[src/rtl/aligned_ram_pkg.sv]
// -----------------------------------------------------------------------------
// aligned_ram_pkg
// Shared types and constants for the aligned_ram store target.
//   DATA_W      : data word width (fixed at 32)
//   BYTE_OFF_W  : byte-offset bits within a word (2 -> 4-byte granule)
//   word_t      : one data word / one byte address
//   is_aligned  : true when a byte address falls on a word boundary
// -----------------------------------------------------------------------------
package aligned_ram_pkg;

  localparam int DATA_W     = 32;
  localparam int BYTE_OFF_W = 2;
  localparam int WORD_BYTES = DATA_W / 8;

  typedef logic [31:0] word_t;

  // Masking the full address keeps every bit referenced; only the
  // byte-offset bits can survive the mask.
  function automatic logic is_aligned(input word_t addr);
    return (addr & word_t'(WORD_BYTES - 1)) == '0;
  endfunction

endpackage

[src/rtl/aligned_addr_check.sv]
// -----------------------------------------------------------------------------
// aligned_addr_check
// Purely combinational decode of a byte address into a word index plus
// legality flags for the aligned_ram write port.
// Parameters:
//   DEPTH         number of 32-bit words (power of two, >= 2)
// Ports:
//   addr          in   32            byte address of the request
//   legal         out  1             aligned and in range
//   misaligned    out  1             addr[1:0] != 0
//   out_of_range  out  1             word address >= DEPTH
//   idx           out  $clog2(DEPTH) word index addr[$clog2(DEPTH)+1:2]
// -----------------------------------------------------------------------------
module aligned_addr_check
  import aligned_ram_pkg::*;
#(
  parameter int DEPTH = 256
) (
  input  word_t                      addr,
  output logic                       legal,
  output logic                       misaligned,
  output logic                       out_of_range,
  output logic [$clog2(DEPTH)-1:0]   idx
);

  localparam int AW = $clog2(DEPTH);
  localparam logic [31-BYTE_OFF_W:0] DEPTH_WORDS = (32-BYTE_OFF_W)'(DEPTH);

  // Compare the whole word address, not just the index bits, so that any
  // high address bit set is caught rather than aliasing onto a low word.
  assign misaligned   = !is_aligned(addr);
  assign out_of_range = addr[31:BYTE_OFF_W] >= DEPTH_WORDS;
  assign legal        = !misaligned && !out_of_range;
  assign idx          = addr[AW+BYTE_OFF_W-1:BYTE_OFF_W];

endmodule

[src/rtl/aligned_ram.sv]
// -----------------------------------------------------------------------------
// aligned_ram
// Word-addressed 32-bit write-only RAM taking a byte address. Only writes to
// 4-byte-aligned, in-range addresses update the array; any other write
// attempt raises a registered error flag one cycle later. Contents are read
// out by hierarchical reference to the internal array `mem`.
// Parameters:
//   DEPTH   number of 32-bit words (power of two, >= 2)
// Ports:
//   clk     in   1   rising-edge clock
//   rst_n   in   1   asynchronous active-low reset (clears error and mem)
//   wr_en   in   1   write request
//   addr    in   32  byte address of the write
//   wdata   in   32  write data
//   error   out  1   registered illegal-write flag
// Configuration:
//   ALIGNED_RAM_STICKY_ERR_EN  when defined, error stays set after the first
//                              illegal write until reset; otherwise error is
//                              a per-request pulse.
// -----------------------------------------------------------------------------
module aligned_ram
  import aligned_ram_pkg::*;
#(
  parameter int DEPTH = 256
) (
  input  logic  clk,
  input  logic  rst_n,
  input  logic  wr_en,
  input  word_t addr,
  input  word_t wdata,
  output logic  error
);

  localparam int AW = $clog2(DEPTH);

  word_t mem [DEPTH];

  logic          w_legal;
  logic          w_misaligned;
  logic          w_out_of_range;
  logic [AW-1:0] w_idx;
  logic          w_bad_req;
  logic          r_error;

  aligned_addr_check #(
    .DEPTH (DEPTH)
  ) u_addr_check (
    .addr         (addr),
    .legal        (w_legal),
    .misaligned   (w_misaligned),
    .out_of_range (w_out_of_range),
    .idx          (w_idx)
  );

  // Either fault on an actual request is reported; idle cycles never are.
  assign w_bad_req = wr_en && (w_misaligned || w_out_of_range);

  // NOTE: the array is cleared by the asynchronous reset, so it is built from
  // resettable flops rather than a RAM macro; a block RAM cannot be zeroed
  // in one cycle.
  always_ff @(posedge clk or negedge rst_n) begin
    if (!rst_n) begin
      for (int i = 0; i < DEPTH; i++) begin
        mem[i] <= '0;
      end
    end else if (wr_en && w_legal) begin
      mem[w_idx] <= wdata;
    end
  end

  // NOTE: state is assigned with <= so every flop samples pre-edge values;
  // blocking assignments here would create order-dependent simulation races.
  always_ff @(posedge clk or negedge rst_n) begin
    if (!rst_n) begin
      r_error <= 1'b0;
    end else begin
`ifdef ALIGNED_RAM_STICKY_ERR_EN
      r_error <= r_error || w_bad_req;
`else
      r_error <= w_bad_req;
`endif
    end
  end

  assign error = r_error;

endmodule

[config.mk]
export PLATFORM = sky130hd
export DESIGN_NAME = aligned_ram
export DESIGN_NICKNAME = d
export VERILOG_FILES = /design/src/rtl/aligned_ram_pkg.sv /design/src/rtl/aligned_addr_check.sv /design/src/rtl/aligned_ram.sv
export SDC_FILE = /design/constraint.sdc
export NUM_CORES = 1
export LEC_CHECK = 0
export CAP_MARGIN = 20
export CORE_MARGIN = 2
export CORE_UTILIZATION = 10
export CTS_CLUSTER_SIZE = 16
export DETAILED_ROUTE_END_ITERATION = 16
export HOLD_SLACK_MARGIN = 0.15
export PLACE_DENSITY = 0.84
export SLEW_MARGIN = 20
export SYNTH_ARGS = -nofsm -noshare
export SYNTH_HDL_FRONTEND = slang
export SYNTH_HIERARCHICAL = 1
export SYNTH_SLANG_ARGS = --single-unit
[constraint.sdc]
create_clock -name clk -period 0.8 [get_ports clk]
set_input_delay 0.2 -clock clk [delete_from_list [all_inputs] [get_ports clk]]
set_output_delay 0.2 -clock clk [all_outputs]
set_load 0.02 [all_outputs]
==> results of run 1 <==
==> results.sh, run 1 <==
export IMPL_outcome="aborted with a tool error"
export IMPL_lastStage="power grid generation (2_4_floorplan_pdn)"
export IMPL_firstError="[ERROR PDN-0185] Insufficient width (27.20 um) to add straps on layer met5 in grid \"grid\" with total strap width 15.2 um and offset 13.6 um."
export IMPL_ys_warnings_count=6
export IMPL_syn_area_per_cell_um2=7.51
export IMPL_die_height_um=34.0
export IMPL_die_x_um=34.0
export IMPL_fp_row_count=10
export IMPL_synthCells=12
export IMPL_synth_area_um2=90.1
export IMPL_syn_num_nets=79
export IMPL_start_util_pct=11.2
==> inputs of run 2 (changes only) <==
CORE_AREA = 2 2 63 65   (was not set)
CORE_MARGIN = not set   (was 2)
CORE_UTILIZATION = not set   (was 10)
CTS_CLUSTER_SIZE = not set   (was 16)
DIE_AREA = 0 0 65 67   (was not set)
HOLD_SLACK_MARGIN = not set   (was 0.15)
PLACE_DENSITY = not set   (was 0.84)
PLACE_DENSITY_LB_ADDON = 0.15   (was not set)
==> results.sh, run 2 <==
export IMPL_synth_area_um2=90.1
export IMPL_fin_nets=108
export IMPL_required_ns=0.68
export IMPL_placed_area_um2=433
export IMPL_syn_area_per_cell_um2=7.51
export IMPL_rsz0062_at_grt="yes"
export IMPL_violations="negative setup slack"
export IMPL_power_leakage_uw=0.000145
export IMPL_grt_max_degree=2
export IMPL_slew_viol_final=0
export IMPL_cap_violations=0
export IMPL_cp_start_kind="input pin"
export IMPL_hold_violations=0
export IMPL_largest_register_ffs=1
export IMPL_wl_per_cell_um=7.34
export IMPL_cts_hold_buffers=0
export IMPL_crit_path_end_kind="register"
export IMPL_critPathKind="input pin to register"
export IMPL_cts_setup_buffers=0
export IMPL_portBuffers=27
export IMPL_grt_overflow=0
export IMPL_drtAntennaViolNets=0
export IMPL_outcome="finished, violations left"
export IMPL_syn_num_nets=79
export IMPL_fp_row_count=22
export IMPL_hpwl_um=543
export IMPL_die_height_um=67
export IMPL_grt_pass1_wl_mm=1.00
export IMPL_drt_initial_drc_count=0
export IMPL_vias=219
export IMPL_cp_max_fo=1
export IMPL_clkSlewWorstSetupHoldPaths_ns=0
export IMPL_antenna_found_initial=0
export IMPL_io_pins=68
export IMPL_place_inst=87
export IMPL_fin_ws_ns=-0.434
export IMPL_tightest_slew_ns=0.215
export IMPL_layout_commonest_cell="buf_2"
export IMPL_fmax_ghz=0.810
export IMPL_setup_viol=1
export IMPL_grt_pass1_vias=250
export IMPL_start_util_pct=2.50
export IMPL_hold_path_class="input pin to async pin"
export IMPL_die_area_um2=4360
export IMPL_fin_area_um2=410
export IMPL_power_density_nw_per_um2=440
export IMPL_antennaDiodeCount=0
export IMPL_die_x_um=65
export IMPL_min_period_ns=1.23
export IMPL_slew_limit_headroom_pct=85.5
export IMPL_vdd_drop_max_mv=0.103
export IMPL_synthCells=12
export IMPL_drt_wl_total_um=639
export IMPL_whs_ns=0.351
export IMPL_place_congestion=0.502
export IMPL_final_cells=87
export IMPL_first_pass_iters=1
export IMPL_via_per_inst=2.52
export IMPL_drc=0
export IMPL_core_um2=3610
export IMPL_worstPathArrival_ns=1.11
export IMPL_min_period_over_period_pct=154
export IMPL_grt_util_all_layers_pct=2.88
export IMPL_final_cell_mix="8 x buf_2, 7 x clkdlybuf4s15_1, 4 x clkdlybuf4s50_1, 4 x nor4_2, 3 x dlygate4sd2_1"
export IMPL_syn_to_final_growth_pct=356
export IMPL_ys_warnings_count=6
export IMPL_drive_gt1_share_pct=48.7
-- run 2: worst paths after layout --
| path | from | end | slack, ns | cells past startpoint |
|---|---|---|---|---|
| hold / removal | rst_n | error | 0.35 | 1 |
| min in group clk | addr[26] | error | 0.62 | 5 |
| max in group asynchronous | rst_n | error | 0.35 | 1 |
| setup / recovery | addr[24] | error | -0.43 | 5 |
-- run 2: metrics by stage --
step / power [uW] / setup WS (ns) / setup TNS (ns) / utilization (%)
3_5_place_dp: 206 / -0.796 / -1.09 / 12.0
4_1_cts: 181 / -0.435 / -0.435 / 11.5
6_report: 181 / -0.434 / -0.434 / 11.4
2_1_floorplan: 69.4 / -0.228 / -0.228 / -
3_3_place_gp: 207 / -0.797 / -1.09 / 12.0
5_1_grt: 192 / -0.576 / -0.576 / 11.4
-- run 2: cell type report --
| class | count | area [um2] |
|---|---|---|
| fillers | 420 | 3200 |
| multi-input cells | 11 | 105 |
| flip-flops and latches | 1 | 25.0 |
| well taps | 48 | 60.1 |
| repair buffers | 27 | 220 |
-- run 2: layer usage --
metal  track usage, %  up-vias  wire, um
li1                 -      103         -
met5                0        -         0
met3            0.845        0       130
met2             4.77       26       266
met4                0        0         0
met1             3.91       90       242
-- run 2: power breakdown --
| part | leakage, uW | internal, uW | switching [uW] |
|---|---|---|---|
| Combinational | 0.000133 | 86.8 | 39.3 |
| Sequential | 0.0000117 | 54.0 | 0.554 |
| Clock | 0 | 0 | 0 |
| Total | 0.000145 | 141 | 39.8 |
-- run 2: repair_timing --
action | in CTS | in global routing
setup endpoints to repair | 2 | 1
pin swaps | 10 | 7
gates resized for setup | 62 | 4
-- run 2: critical path: stages --
cell	delay (ns)
clkdlybuf4s15_1	0.17
nor4_2	0.24
nand2_1	0.09
or2_1	0.23
o21a_1	0.18
Power figures use the tool's default switching activity.
